File: src/rtl/ball_engine.sv
// rtl/ball_engine.sv - Pong ball physics: per-tick motion, wall/paddle bounces, hit score, serve/play/over FSM.
// Positions are top-left pixels; all motion arithmetic is carried in 10 bits so sums never wrap.
module ball_engine #(
  parameter int SCREEN_WIDTH  = 430,
  parameter int SCREEN_HEIGHT = 300,
  parameter int BALL_SIZE     = 8,
  parameter int BALL_SPEED    = 2,
  parameter int PAD_WIDTH     = 40,
  parameter int PAD_HEIGHT    = 20
) (
  input  logic       clk,
  input  logic       reset,
  input  logic       tick,
  input  logic       start,
  input  logic [8:0] pad_xpos,
  output logic [8:0] ball_x,
  output logic [8:0] ball_y,
  output logic       playing,
  output logic       hit,
  output logic       miss,
  output logic [7:0] score
);

  localparam logic [9:0] SPD   = 10'(BALL_SPEED);
  localparam logic [9:0] BSZ   = 10'(BALL_SIZE);
  localparam logic [9:0] PAD_W = 10'(PAD_WIDTH);
  localparam logic [9:0] PAD_Y = 10'(SCREEN_HEIGHT - PAD_HEIGHT);
  localparam logic [9:0] X_MAX = 10'(SCREEN_WIDTH - BALL_SIZE);
  localparam logic [9:0] Y_MAX = 10'(SCREEN_HEIGHT - BALL_SIZE);
  localparam logic [8:0] SX    = 9'((SCREEN_WIDTH - BALL_SIZE) / 2);
  localparam logic [8:0] SY    = 9'(SCREEN_HEIGHT / 2);

  typedef enum logic [1:0] {IDLE, PLAY, OVER} state_t;

  state_t     state_q, state_d;
  logic [8:0] x_q, x_d, y_q, y_d;
  logic       dx_right_q, dx_right_d;
  logic       dy_down_q, dy_down_d;
  logic [7:0] score_q, score_d;
  logic       hit_q, hit_d, miss_q, miss_d;

  logic [9:0] x10, y10, pad10, x_n10, y_n10;
  logic       pad_zone;

  always_ff @(posedge clk) begin
    if (reset) begin
      state_q    <= IDLE;
      x_q        <= SX;
      y_q        <= SY;
      dx_right_q <= 1'b1;
      dy_down_q  <= 1'b0;
      score_q    <= 8'd0;
      hit_q      <= 1'b0;
      miss_q     <= 1'b0;
    end else begin
      state_q    <= state_d;
      x_q        <= x_d;
      y_q        <= y_d;
      dx_right_q <= dx_right_d;
      dy_down_q  <= dy_down_d;
      score_q    <= score_d;
      hit_q      <= hit_d;
      miss_q     <= miss_d;
    end
  end

  always_comb begin
    state_d    = state_q;
    dx_right_d = dx_right_q;
    dy_down_d  = dy_down_q;
    score_d    = score_q;
    hit_d      = 1'b0;
    miss_d     = 1'b0;
    x10        = {1'b0, x_q};
    y10        = {1'b0, y_q};
    pad10      = {1'b0, pad_xpos};
    x_n10      = x10;
    y_n10      = y10;
    // Ball's vertical sweep this tick crosses the paddle top while overlapping it horizontally.
    pad_zone   = (y10 + BSZ <= PAD_Y) && (y10 + SPD + BSZ >= PAD_Y) &&
                 (x10 + BSZ > pad10) && (x10 < pad10 + PAD_W);

    case (state_q)
      IDLE, OVER: begin
        if (start) begin
          state_d    = PLAY;
          x_n10      = {1'b0, SX};
          y_n10      = {1'b0, SY};
          dx_right_d = 1'b1;
          dy_down_d  = 1'b0;
          score_d    = 8'd0;
        end
      end
      PLAY: begin
        if (tick) begin
          if (!dx_right_q) begin
            if (x10 <= SPD) begin
              x_n10      = 10'd0;
              dx_right_d = 1'b1;
            end else begin
              x_n10 = x10 - SPD;
            end
          end else if (x10 + SPD >= X_MAX) begin
            x_n10      = X_MAX;
            dx_right_d = 1'b0;
          end else begin
            x_n10 = x10 + SPD;
          end

          if (!dy_down_q) begin
            if (y10 <= SPD) begin
              y_n10     = 10'd0;
              dy_down_d = 1'b1;
            end else begin
              y_n10 = y10 - SPD;
            end
          end else if (pad_zone) begin
            y_n10     = PAD_Y - BSZ;
            dy_down_d = 1'b0;
            hit_d     = 1'b1;
            if (score_q != 8'hFF) score_d = score_q + 8'd1;
          end else if (y10 + SPD >= Y_MAX) begin
            y_n10   = Y_MAX;
            miss_d  = 1'b1;
            state_d = OVER;
          end else begin
            y_n10 = y10 + SPD;
          end
        end
      end
      default: state_d = IDLE;
    endcase

    x_d = x_n10[8:0];
    y_d = y_n10[8:0];
  end

  assign ball_x  = x_q;
  assign ball_y  = y_q;
  assign playing = (state_q == PLAY);
  assign hit     = hit_q;
  assign miss    = miss_q;
  assign score   = score_q;

endmodule

File: config.mk
export PLATFORM = sky130hd
export DESIGN_NAME = ball_engine
export DESIGN_NICKNAME = d
export VERILOG_FILES = /design/src/rtl/ball_engine.sv
export SDC_FILE = /design/constraint.sdc
export NUM_CORES = 1
export LEC_CHECK = 0
export ABC_AREA = 1
export BUFFER_PORTS_ARGS = -buffer_cell sky130_fd_sc_hd__buf_2
export CORE_ASPECT_RATIO = 2
export CORE_MARGIN = 10
export CORE_UTILIZATION = 46
export DETAILED_ROUTE_END_ITERATION = 16
export PLACE_DENSITY = 0.68
export SLEW_MARGIN = 5
export SYNTH_ARGS = -nofsm -noshare
export SYNTH_HDL_FRONTEND = slang
export SYNTH_SLANG_ARGS = --single-unit
File: constraint.sdc
create_clock -name clk -period 2.5 [get_ports clk]
set_input_delay 0.25 -clock clk [delete_from_list [all_inputs] [get_ports clk]]
set_output_delay 0.25 -clock clk [all_outputs]
set_load 0.02 [all_outputs]
After elaboration in Yosys (flattened, before gate mapping)
Cells that the tools add are included.
Cells by class
  bitwise gates (word level): 3
  add/sub/neg operators: 9
  equality and inequality tests: 10
  shift operators: 0
  muxes and demuxes: 39
  div/mod/pow operators: 0
  order comparisons: 8
  reduce and logical (&&, ||, !) cells: 11
  multipliers: 0
Operators by type and width (count)
  9-bit two-way mux: 11
  8-bit two-way mux: 5
  9-bit one-hot mux with 2 select lines: 2
  10-bit by 9-bit greater-or-equal comparator with 1-bit output, second input constant: 3
  9-bit by 2-bit adder with 10-bit output, second input constant: 2
  9-bit by 4-bit adder with 10-bit output, second input constant: 2
  9-bit by 2-bit <= comparator with 1-bit output, second input constant: 2
  9-bit by 2-bit subtractor with 9-bit output, second input constant: 2
  8-bit one-hot mux with 2 select lines: 1
  1-bit two-way mux: 12
  10-bit by 4-bit adder with 10-bit output, second input constant: 1
  9-bit by 6-bit adder with 10-bit output, second input constant: 1
  10-bit by 9-bit greater-than comparator with 1-bit output: 1
  10-bit by 9-bit <= comparator with 1-bit output, second input constant: 1
  9-bit by 10-bit < comparator with 1-bit output: 1
  2-bit two-way mux: 5
  8-bit by 1-bit adder with 8-bit output, second input constant: 1
  2-bit by 1-bit != test with 1-bit output, second input constant: 4
  8-bit != test, second input constant: 1
  2-bit != test, second input constant: 3
  6-bit AND reduction: 1
  5-bit AND reduction: 1
  5-bit OR reduction: 1
  1-bit one-hot mux with 2 select lines: 2
  other kinds (10): 14
Storage, ports and cells
  output and inout bits: 29
  register bits after elaboration: 32
  RAM bits: 0
  logic and storage cells: 88
  memory bits (read-only): 0
  input bits: 13
  bits in latches: 0
  memories kept: 0

Longest topological paths before layout
Gate-level depths: netlist of the first run.
  depth in word-level cells: 10
  gate-level depth with buffers: 19
  gate-level depth less buffers: 18

Worst setup path before layout of the first run
No wires, ideal clock.
  path kind: register to register
  start point: reg x_q[4], in the netlist ball_x[4]
  end point: reg score_q[1], in the netlist score[1]
  cell stages (with the launch flop): 17
  required time: 2383 ps
  buffers on the path: 0
  clock period less this slack: 2551 ps
  library setup time: 117 ps
  slack: -51 ps
  data arrival time: 2434 ps
  cell sequence: dfxtp_1 ha_1 nand2_1 nor2_1 xor2_1 ha_1 nand2_1 inv_1 nand3_1 nor2_1 nor2_1 nand2_1 nand2_1 nor2_2 nand4_4 a21boi_0 nor2_1
On the way
  word-level cells in the longest chain between the ends: 6
  elaborated cells between the ends (all ways): 7
RTL lines
  start, declared: line 36  | logic [8:0] x_q, x_d, y_q, y_d;
  start signal, assigned: line 48  | x_q <= SX;
  start signal, assigned: line 57  | x_q <= x_d;
  9-bit by 4-bit adder with 10-bit output: line 81  | (x10 + BSZ > pad10) && (x10 < pad10 + PAD_W);
  10-bit by 9-bit greater-than comparator with 1-bit output: line 81
  1-bit logical AND: line 80  | pad_zone = (y10 + BSZ <= PAD_Y) && (y10 + SPD + BSZ >= PAD_Y) &&
  1-bit logical AND *: line 81
  2-bit by 1-bit != test with 1-bit output (no line) *
  6-bit AND reduction (no line) *
  end signal, assigned: line 61  | score_q <= score_d;
  end, declared: line 39  | logic [7:0] score_q, score_d;
Mark *: on every way between the ends. The rest lies on a longest branch, timed or not.
A chain may end at the register's enable or synchronous reset.

Worst setup path in the final report of the first run
  start point: in pad_xpos[3]
  end point: reg y_q[3], in the netlist ball_y[3]
On the way
  word-level cells in the longest chain between the ends: 7
  elaborated cells between the ends (all ways): 9
RTL lines
  start, declared: line 15  | input logic [8:0] pad_xpos,
  9-bit by 6-bit adder with 10-bit output / 10-bit by 9-bit greater-than comparator with 1-bit output (equally long branches): line 81
  9-bit by 10-bit < comparator with 1-bit output / 1-bit logical AND (equally long branches): line 81, 80
  1-bit logical AND *: line 81
  9-bit two-way mux *: line 117  | end else if (pad_zone) begin
  9-bit two-way mux *: line 110  | if (!dy_down_q) begin
  9-bit two-way mux *: line 95  | if (tick) begin
  9-bit one-hot mux with 2 select lines *: line 83  | case (state_q)
  end signal, assigned: line 58  | y_q <= y_d;
  end, declared: line 36
Mark *: on every way between the ends. The rest lies on a longest branch, timed or not. The select of a mux whose other input is x is not followed.

==> qor.txt, run 1 <==
Beginning of the worst register-to-register path -> ball_x[4]
Synth Instances -> 511
CP Class -> in -> reg
Root buffer cell -> clkbuf_16
Data arrival, critical path -> 2640 ps
First-pass GRT wire length -> 17780 microns
Internal power -> 1.299 mW
Max Cap Viol -> 0
Switch share -> 0.4193
Yosys top cell by area -> dfxtp_1
Startpoint types -> input port
Die area -> 0.01096 sq mm
Worst setup EP type -> flip-flop
CTS Hold Buffers Added -> 0
Avg Cell Area, Syn -> 6.312 sq um
Vias in the first global route -> 3865
Share of layout cells above drive strength 1 -> 0.2585
Clk sink count -> 31
Cell variety after synth -> 47
Yosys warnings -> 0
Final Cell Area -> 0.004029 sq mm
Routed WL per cell -> 15.94 microns
Worst hold path startpoint -> tick
Met3 usage -> 0.03701
Initial core utilization -> 0.4684
Tot GR Track Use -> 0.1994
WP buf/inv -> 2
Max Root-Sink Buffers -> 2
Syn-to-layout area delta -> 24.90%
I/O pin count -> 42
Post-synthesis register bit count -> 31
Worst-path fanout max -> 7
Hold WC Path Type -> in -> reg
Hpwl dp -> 8660 microns
Top-area cell type share of the netlist area -> 0.1924
Switching power total -> 0.9378 mW
Period Utilization, post-route -> 0.9720
Cells along the critical path -> buf_2 -> inv_1 -> o21ai_0 -> nand3_1 -> xor2_1 -> ha_1 -> nand2_1 -> o21ai_0 -> a21oi_1 -> and2_1 -> nand3_4 -> nand4_1 -> a21oi_1
Synth top area cells -> dfxtp_1 (19%), nand2_1 (12%), ha_1 (11%)
GP Congestion -> 0.9427
Setup Viol. Count Final -> 0
Final core utilization -> 0.5850
Rows -> 43
CP startpoint -> pad_xpos[3]
Vert. Die Dim -> 138.4 microns
Remaining antenna violation count after routing -> 0
Initial antenna violation count -> 0
Router iterations before antenna repair -> 8
Avg Vias per Cell -> 5.465
Largest net degree at the start of global routing -> 19
CP peak stage delay -> 370 ps
Worst R2R Setup Slack -> 70 ps
Grt met1 use -> 0.1550
PortBufs -> 40
Worst path slowest cell -> o21ai_0
Final hold violations -> 0
Crit path max-delay family -> compound AO/OA/AOI/OAI gates
Core area -> 0.006887 sq mm
Count leader, synth -> nand2_1
Status -> finished, final reports clean
Clock latency on the worst-skew pair -> 280 ps
Final wirelength -> 10800 microns
Measured slew at the worst slew-check pin -> 685.6 ps
CTS H-tree lvls -> 2
Net Count, Synth -> 553
Chip Width -> 79.21 microns
Post-DP Area -> 0.003719 sq mm
Initial DRC count -> 273
ANT cells -> 0
Synth top cells by count -> nand2_1 (106), inv_1 (63), nor2_1 (57)
Post-synth EDFFs -> 0
CTS Buf Count -> 5
Cell Pwr Density -> 555.1 mW/mm^2
Worst Path Required -> 2710 ps
Worst vdd rail ir drop -> 0.4135 mV
Top Usage Layer GRT -> met2
Net count of the finished layout -> 629
Fin. max-slew vios -> 0
Post-layout min period -> 2430 ps
Cell area after synthesis -> 0.003226 sq mm
Part of the power in registers -> 0.268
DR vias -> 3705
Combinational power share -> 0.461
DRC viols -> 0
Rel. slew slack -> 0.5391
Met2 Track Usage GR -> 0.3922
Final Skew -> 2.220 ps
Worst-path clk slew -> 50 ps
FMAX -> 0.4115 GHz
CTS tree -> yes
Unrepaired setup endpoints after global routing -> true
Ys flop type -> dfxtp_1
Clock network power share -> 0.271
Remaining global-route overflow -> 0
Ys async rst share -> 0
Seq/Total Area, Yosys -> 0.1924
Leakage -> 2.015 nW
-- metal layers --
layer  wire length (microns)  share of wire
met1                    3416           0.32
met2                    6217           0.58
met3                     431          0.040
met4                     739          0.068
met5                       0              0
-- through the flow --
stage / hold WS (ps) / TNS (ps) / instances / total power, mW / worst slack, ps
5_1_grt: 281.3 / -1366 / 678 / 2.373 / -134.3
4_1_cts: 251.5 / 0 / 670 / 2.165 / 13.86
6_report: 248.0 / 0 / 678 / 2.237 / 70.02
2_1_floorplan: 417.5 / 0 / 511 / 1.226 / 88.37
3_3_place_gp: 447.7 / -1385 / 661 / 1.536 / -121.1
3_5_place_dp: 455.2 / -1919 / 661 / 1.551 / -172.5
-- logic make-up (layout without fill, tap and decap cells) --
logic type	count (synthesis)	in the layout	synth area share
AND/OR/NAND/NOR	252	253	0.3662
XOR/XNOR	26	26	0.07060
AO/OA/AOI/OAI	86	86	0.1447
flip-flops	31	31	0.1924
adder cells (fa/ha/maj)	29	29	0.1125
other	1	1	0.001163
buffers and inverters	86	162	0.1125
-- timing repair --
item | CTS | global route
cloned | 1 | 0
pin swaps | 1 | 16
resized for setup | 1 | 28
endpoints found under the setup margin | 8 | 21
buffers inserted | 0 | 8
-- power by group through the flow --
stage / Sequential (mW) / Clock, mW / Combinational, mW
3_3_place_gp: 0.604 / 0 / 0.932
3_5_place_dp: 0.605 / 0 / 0.946
2_1_floorplan: 0.628 / 0 / 0.599
5_1_grt: 0.606 / 0.623 / 1.14
4_1_cts: 0.595 / 0.608 / 0.962
6_report: 0.599 / 0.606 / 1.03
-- placed cells by master, fill, tap and decap left out, types with 2 or more instances in the layout --
cell type,count
clkinv_2,2
o21ai_0,25
nand3b_1,2
ha_4,2
clkbuf_1,2
o211ai_1,2
buf_4,41
o21ai_1,2
dfxtp_2,6
inv_1,61
ha_1,25
buf_6,4
a21oi_2,5
nand4_1,11
inv_2,5
ha_2,2
nand2_2,20
o31ai_1,3
nor3_1,10
nand3_2,4
buf_2,40
nor2_2,3
dfxtp_1,25
nor2_1,57
xor2_1,24
xnor2_1,2
o22ai_1,2
a31oi_1,2
nand2_1,100
nand3_1,30
nand2_4,3
a21oi_1,39
or2_2,2
clkbuf_16,5
nor2_4,2
-- layout make-up --
type | instances | area, sq um
Fill cell | 732 | 2858
Inverter | 69 | 262.8
Tap cell | 90 | 112.6
Clock inverter | 1 | 5.005
Clock buffer | 7 | 132.6
Multi-Input combinational cell | 395 | 2335
Timing Repair Buffer | 85 | 553.0
Sequential cell | 31 | 628.1
-- worst paths after layout --
kind,depth (start not counted),to
worst min-delay path,3,hit
worst max register to register,14,ball_y[3]
worst max-delay path,13,ball_y[3]
worst min register to register,2,state_q[1]
-- flip-flops by register name, summed over array words and instances (netlist names) --
signal	flops
hit	1
state_q	2
ball_y	8
dx_right_q	1
miss	1
dy_down_q	1
ball_x	9
score	8
-- worst min-delay path, delay by kind of cell --
family        cells  cell delay [ps]
buf+inv           1              100
simple gates      2              140
Power figures use the tool's default switching activity.
==> inputs of run 2 (changes only) <==
Settings changed: CORE_MARGIN 10 to not set, PLACE_DENSITY 0.68 to not set, PLACE_DENSITY_LB_ADDON set to 0.05.
==> qor.txt, run 2 (same netlist as run 1, synthesis figures left out) <==
Final hold slack -> 264.2 ps
Router iterations before antenna repair -> 4
Avg Vias per Cell -> 5.415
Startpoint types -> flip-flop
Worst R2R Setup Slack -> 4 ps
Setup Total Neg Slack -> 0 ps
Final wirelength -> 10740 microns
Tot GR Track Use -> 0.3111
Rows -> 42
Beginning of the worst register-to-register path -> ball_x[4]
Worst hold path startpoint -> tick
Vert. Die Dim -> 120.4 microns
FMAX -> 0.4006 GHz
Final Cell Area -> 0.004025 sq mm
Final worst slack -> 4.034 ps
Final Skew -> 3.252 ps
CTS H-tree lvls -> 2
Unrepaired setup endpoints after global routing -> true
Initial antenna violation count -> 0
CP Class -> reg -> reg
Final hold violations -> 0
Post-Place Cells -> 654
Top Usage Layer GRT -> met2
Commonest non-fill, non-tap cell in the layout -> nand2_1
Worst vdd rail ir drop -> 0.3427 mV
Initial core utilization -> 0.4833
Final Total Pwr -> 2.247 mW
CTS tree -> yes
Hold WC Path Type -> in -> reg
Remaining antenna violation count after routing -> 0
Die area -> 0.007371 sq mm
Status -> finished, final reports clean
Remaining global-route overflow -> 0
Root buffer cell -> clkbuf_16
ANT cells -> 0
DR vias -> 3612
CTS Hold Buffers Added -> 0
Vias in the first global route -> 3470
GP Congestion -> 0.9759
Period Utilization, post-route -> 0.9984
Fin. max-slew vios -> 0
Share of layout cells above drive strength 1 -> 0.2746
CP startpoint -> ball_x[4]
Initial DRC count -> 208
Reg2Reg Depth -> 14
Worst Path Required -> 2710 ps
Met3 usage -> 0.05134
Met2 Track Usage GR -> 0.5829
Leakage -> 2.000 nW
Clk sink count -> 31
Core area -> 0.006674 sq mm
Post-layout min period -> 2496 ps
Non-filler cells, final -> 667
Clock latency on the worst-skew pair -> 280 ps
Max Root-Sink Buffers -> 2
Cell Pwr Density -> 558.2 mW/mm^2
Most frequent cells in the layout -> nand2_1 (92), inv_1 (60), nor2_1 (53), buf_2 (40), a21oi_1 (36)
Max Cap Viol -> 0
Grt met1 use -> 0.2851
I/O pin count -> 42
DRC viols -> 0
Data arrival, critical path -> 2710 ps
CTS Buf Count -> 5
Syn-to-layout area delta -> 24.79%
Measured slew at the worst slew-check pin -> 767.2 ps
PortBufs -> 40
Worst-path fanout max -> 7
Worst setup EP type -> flip-flop
CP Capture Point -> ball_y[6]
Largest net degree at the start of global routing -> 19
Chip Width -> 61.21 microns
Worst-path clk slew -> 50 ps
First-pass GRT wire length -> 16620 microns
Worst reg2reg endpoint -> ball_y[6]
Rel. slew slack -> 0.4867
Setup Viol. Count Final -> 0
Final core utilization -> 0.6031
Max reg flops -> 9
Place WS -> -105.8 ps
Routed WL per cell -> 16.11 microns
Hpwl dp -> 8261 microns
Post-DP Area -> 0.003679 sq mm
Net count of the finished layout -> 620
-- run 2: cell types whose count changed in the layout (fill, tap and decap cells not counted), sizes merged --
cell / delta
buf: -9
-- run 2: worst min path at each step --
| stage | to | slack, ps | cells past startpoint |
|---|---|---|---|
| 6_report | hit | 260 | 3 |
| 5_1_grt | hit | 290 | 3 |
| 4_1_cts | hit | 260 | 3 |
| 3_5_place_dp | state_q[1] | 450 | 2 |
| 3_3_place_gp | state_q[1] | 460 | 2 |
| 2_1_floorplan | miss | 420 | 2 |
-- run 2: per-layer routing --
| layer | share of wire | wire length, microns |
|---|---|---|
| met1 | 0.34 | 3657 |
| met2 | 0.58 | 6249 |
| met3 | 0.025 | 273 |
| met4 | 0.052 | 562 |
| met5 | 0 | 0 |
-- run 2: area by class of cell --
cell class | instances | area, sq um
Inverter | 69 | 262.8
Fill cell | 682 | 2649
Timing Repair Buffer | 76 | 489.2
Sequential cell | 31 | 630.6
Multi-Input combinational cell | 395 | 2395
Clock buffer | 7 | 132.6
Clock inverter | 1 | 5.005
Tap cell | 88 | 110.1
-- run 2: report_power, final --
group | switching [mW] | internal [mW] | leakage, nW
clock | 0.231 | 0.368 | 0.0679
sequential | 0.0554 | 0.536 | 0.256
combinational | 0.668 | 0.388 | 1.68
total | 0.955 | 1.29 | 2.00
-- run 2: critical path: stages, from the launching register on --
cell and delay (ps):
dfxtp_4 370, ha_4 170, buf_6 110, xor2_1 140
ha_1 330, nand2_2 90, buf_6 130, buf_6 110
nor4_4 190, nand2_1 90, nand2_2 100, nor2_4 70
nand3_4 150, nand4_1 180, a21oi_1 200
-- run 2: what timing repair did --
action                     CTS  global route
setup endpoints to repair   12            21
pin swaps                    5            28
buffers inserted             0             4
resized for setup            6            48
gates cloned                 1             0
==> inputs of run 3 (changes only) <==
Settings changed: CORE_UTILIZATION 46 to 53.
==> qor.txt, run 3 (same netlist as run 1, synthesis figures left out) <==
Status -> complete, but fails checks
Violations in the final reports -> design-rule violations
Post-DP Area -> 0.003820 sq mm
Vias in the first global route -> 3663
Crit path max-delay family -> simple AND/OR/NAND/NOR gates
Data arrival, critical path -> 2650 ps
Syn-to-layout area delta -> 25.95%
First-pass GRT wire length -> 16110 microns
Initial antenna violation count -> 0
Root buffer cell -> clkbuf_16
Hpwl dp -> 7860 microns
DR vias -> 3708
Met3 WL -> 263 microns
Startpoint types -> flip-flop
CP peak stage delay -> 360 ps
Final Total Pwr -> 2.256 mW
Remaining antenna violation count after routing -> 0
Share of layout cells above drive strength 1 -> 0.2677
Non-filler cells, final -> 655
Chip Width -> 57.17 microns
Cells along the critical path -> ha_4 -> buf_6 -> xor2_1 -> ha_1 -> nand2_2 -> a21oi_2 -> nor2_1 -> nor2_1 -> nor2_1 -> nand2_1 -> nand2_2 -> nor2_4 -> buf_6 -> nand4_4 -> nand2_4 -> nand2_2 -> a21oi_2
Tot GR Track Use -> 0.3235
Core area -> 0.005807 sq mm
Beginning of the worst register-to-register path -> ball_x[4]
Max reg flops -> 9
Place WS -> -105.2 ps
Final Skew -> 4.156 ps
Clock latency on the worst-skew pair -> 280 ps
Avg Vias per Cell -> 5.661
Period Utilization, post-route -> 0.9736
Routed WL per cell -> 15.20 microns
CTS H-tree lvls -> 2
# fillers -> 546
CP Class -> reg -> reg
Measured slew at the worst slew-check pin -> 663.2 ps
WP buf/inv -> 2
FMAX -> 0.4109 GHz
Final hold violations -> 0
CP startpoint -> ball_x[4]
Final Cell Area -> 0.004063 sq mm
Worst-path fanout max -> 7
Worst Path Required -> 2710 ps
GP Congestion -> 0.9421
Largest net degree at the start of global routing -> 19
Most frequent cells in the layout -> nand2_1 (97), inv_1 (62), nor2_1 (56), buf_4 (48)
Post-layout min period -> 2434 ps
Cell Pwr Density -> 555.2 mW/mm^2
Leakage -> 2.071 nW
Max Root-Sink Buffers -> 2
CTS Buf Count -> 5
DRC viols -> 1
Commonest non-fill, non-tap cell in the layout -> nand2_1
Rel. slew slack -> 0.5541
Worst setup EP type -> flip-flop
Rows -> 39
CTS tree -> yes
Initial core utilization -> 0.5555
Worst vdd rail ir drop -> 0.3085 mV
Worst hold path startpoint -> tick
Remaining global-route overflow -> 0
Worst path slowest cell -> dfxtp_4
ANT cells -> 0
Fin. max-slew vios -> 0
M1 WL -> 3421 microns
I/O pin count -> 42
Worst-path clk slew -> 50 ps
Max Cap Viol -> 0
Router iterations before antenna repair -> 10
WL met2 -> 5572 microns
Hold WC Path Type -> in -> reg
Setup Viol. Count Final -> 0
Post-CTS setup buffers -> 0
Highest routed metal layer -> met4
Post-Place Cells -> 647
Final worst slack -> 66.04 ps
Net count of the finished layout -> 636
Initial DRC count -> 252
Clk sink count -> 31
Unrepaired setup endpoints after global routing -> true
Final wirelength -> 9959 microns
PortBufs -> 40
Vert. Die Dim -> 112.3 microns
Die area -> 0.006421 sq mm
-- run 3: cell count changes in the layout (fill, tap and decap cells not counted), sizes merged --
| cell | change |
|---|---|
| buf | +16 |
| clkbuf | -1 |
-- run 3: power breakdown --
group          internal, mW  switching [mW]  total, mW  leakage, nW
Combinational         0.416           0.632       1.05         1.74
Clock                 0.388           0.226      0.614       0.0727
Sequential            0.536          0.0571      0.593        0.256
Total                  1.34           0.915       2.26         2.07
-- run 3: final timing paths --
check / to / slack (ps) / cells after the start
worst max-delay path: score[2] / 70 / 17
worst min-delay path: miss / 290 / 3
worst max register to register: score[2] / 70 / 17
worst min register to register: state_q[1] / 460 / 2
-- run 3: worst reg2reg max path: stages (launching register included) --
cell and delay (ps):
dfxtp_4 360, ha_4 170, buf_6 120, xor2_1 140, ha_1 310, nand2_2 80, a21oi_2 110, nor2_1 60
nor2_1 80, nor2_1 50, nand2_1 80, nand2_2 70, nor2_4 140, buf_6 140, nand4_4 120, nand2_4 160
nand2_2 70, a21oi_2 130
-- run 3: what timing repair did --
item                                    4_1_cts  5_1_grt
gates resized for setup                       4       28
endpoints found under the setup margin       11       22
hold buffers                                  0        0
pin swaps                                     3       17
gates cloned                                  1        0
-- run 3: layout make-up --
type | instances | area, sq um | share of cell area
timing repair buffer | 92 | 623.1 | 0.1534
clock buffer | 6 | 138.9 | 0.03419
inverter | 69 | 262.8 | 0.06468
sequential | 31 | 630.6 | 0.1552
clock inverter | 1 | 5.005 | 0.001232
multi-input combinational | 395 | 2326 | 0.5725
tap | 61 | 76.32 | 0.01879
-- run 3: metrics by stage --
| stage | TNS (ps) | utilization | hold WS (ps) |
|---|---|---|---|
| finish | 0 | 0.6996 | 294.9 |
| floorplan | 0 | - | 417.5 |
| global placement | -336.4 | 0.6578 | 452.3 |
| detailed placement | -792.6 | 0.6578 | 460.0 |
| CTS | 0 | 0.6871 | 275.5 |
| global route | -420.4 | 0.6996 | 312.5 |
-- run 3: metal layers --
metal | global-route usage | vias up
met4 | 0.2276 | 0
met5 | 0 | -
li1 | - | 1829
met2 | 0.6306 | 119
met1 | 0.2940 | 1705
met3 | 0.03226 | 55
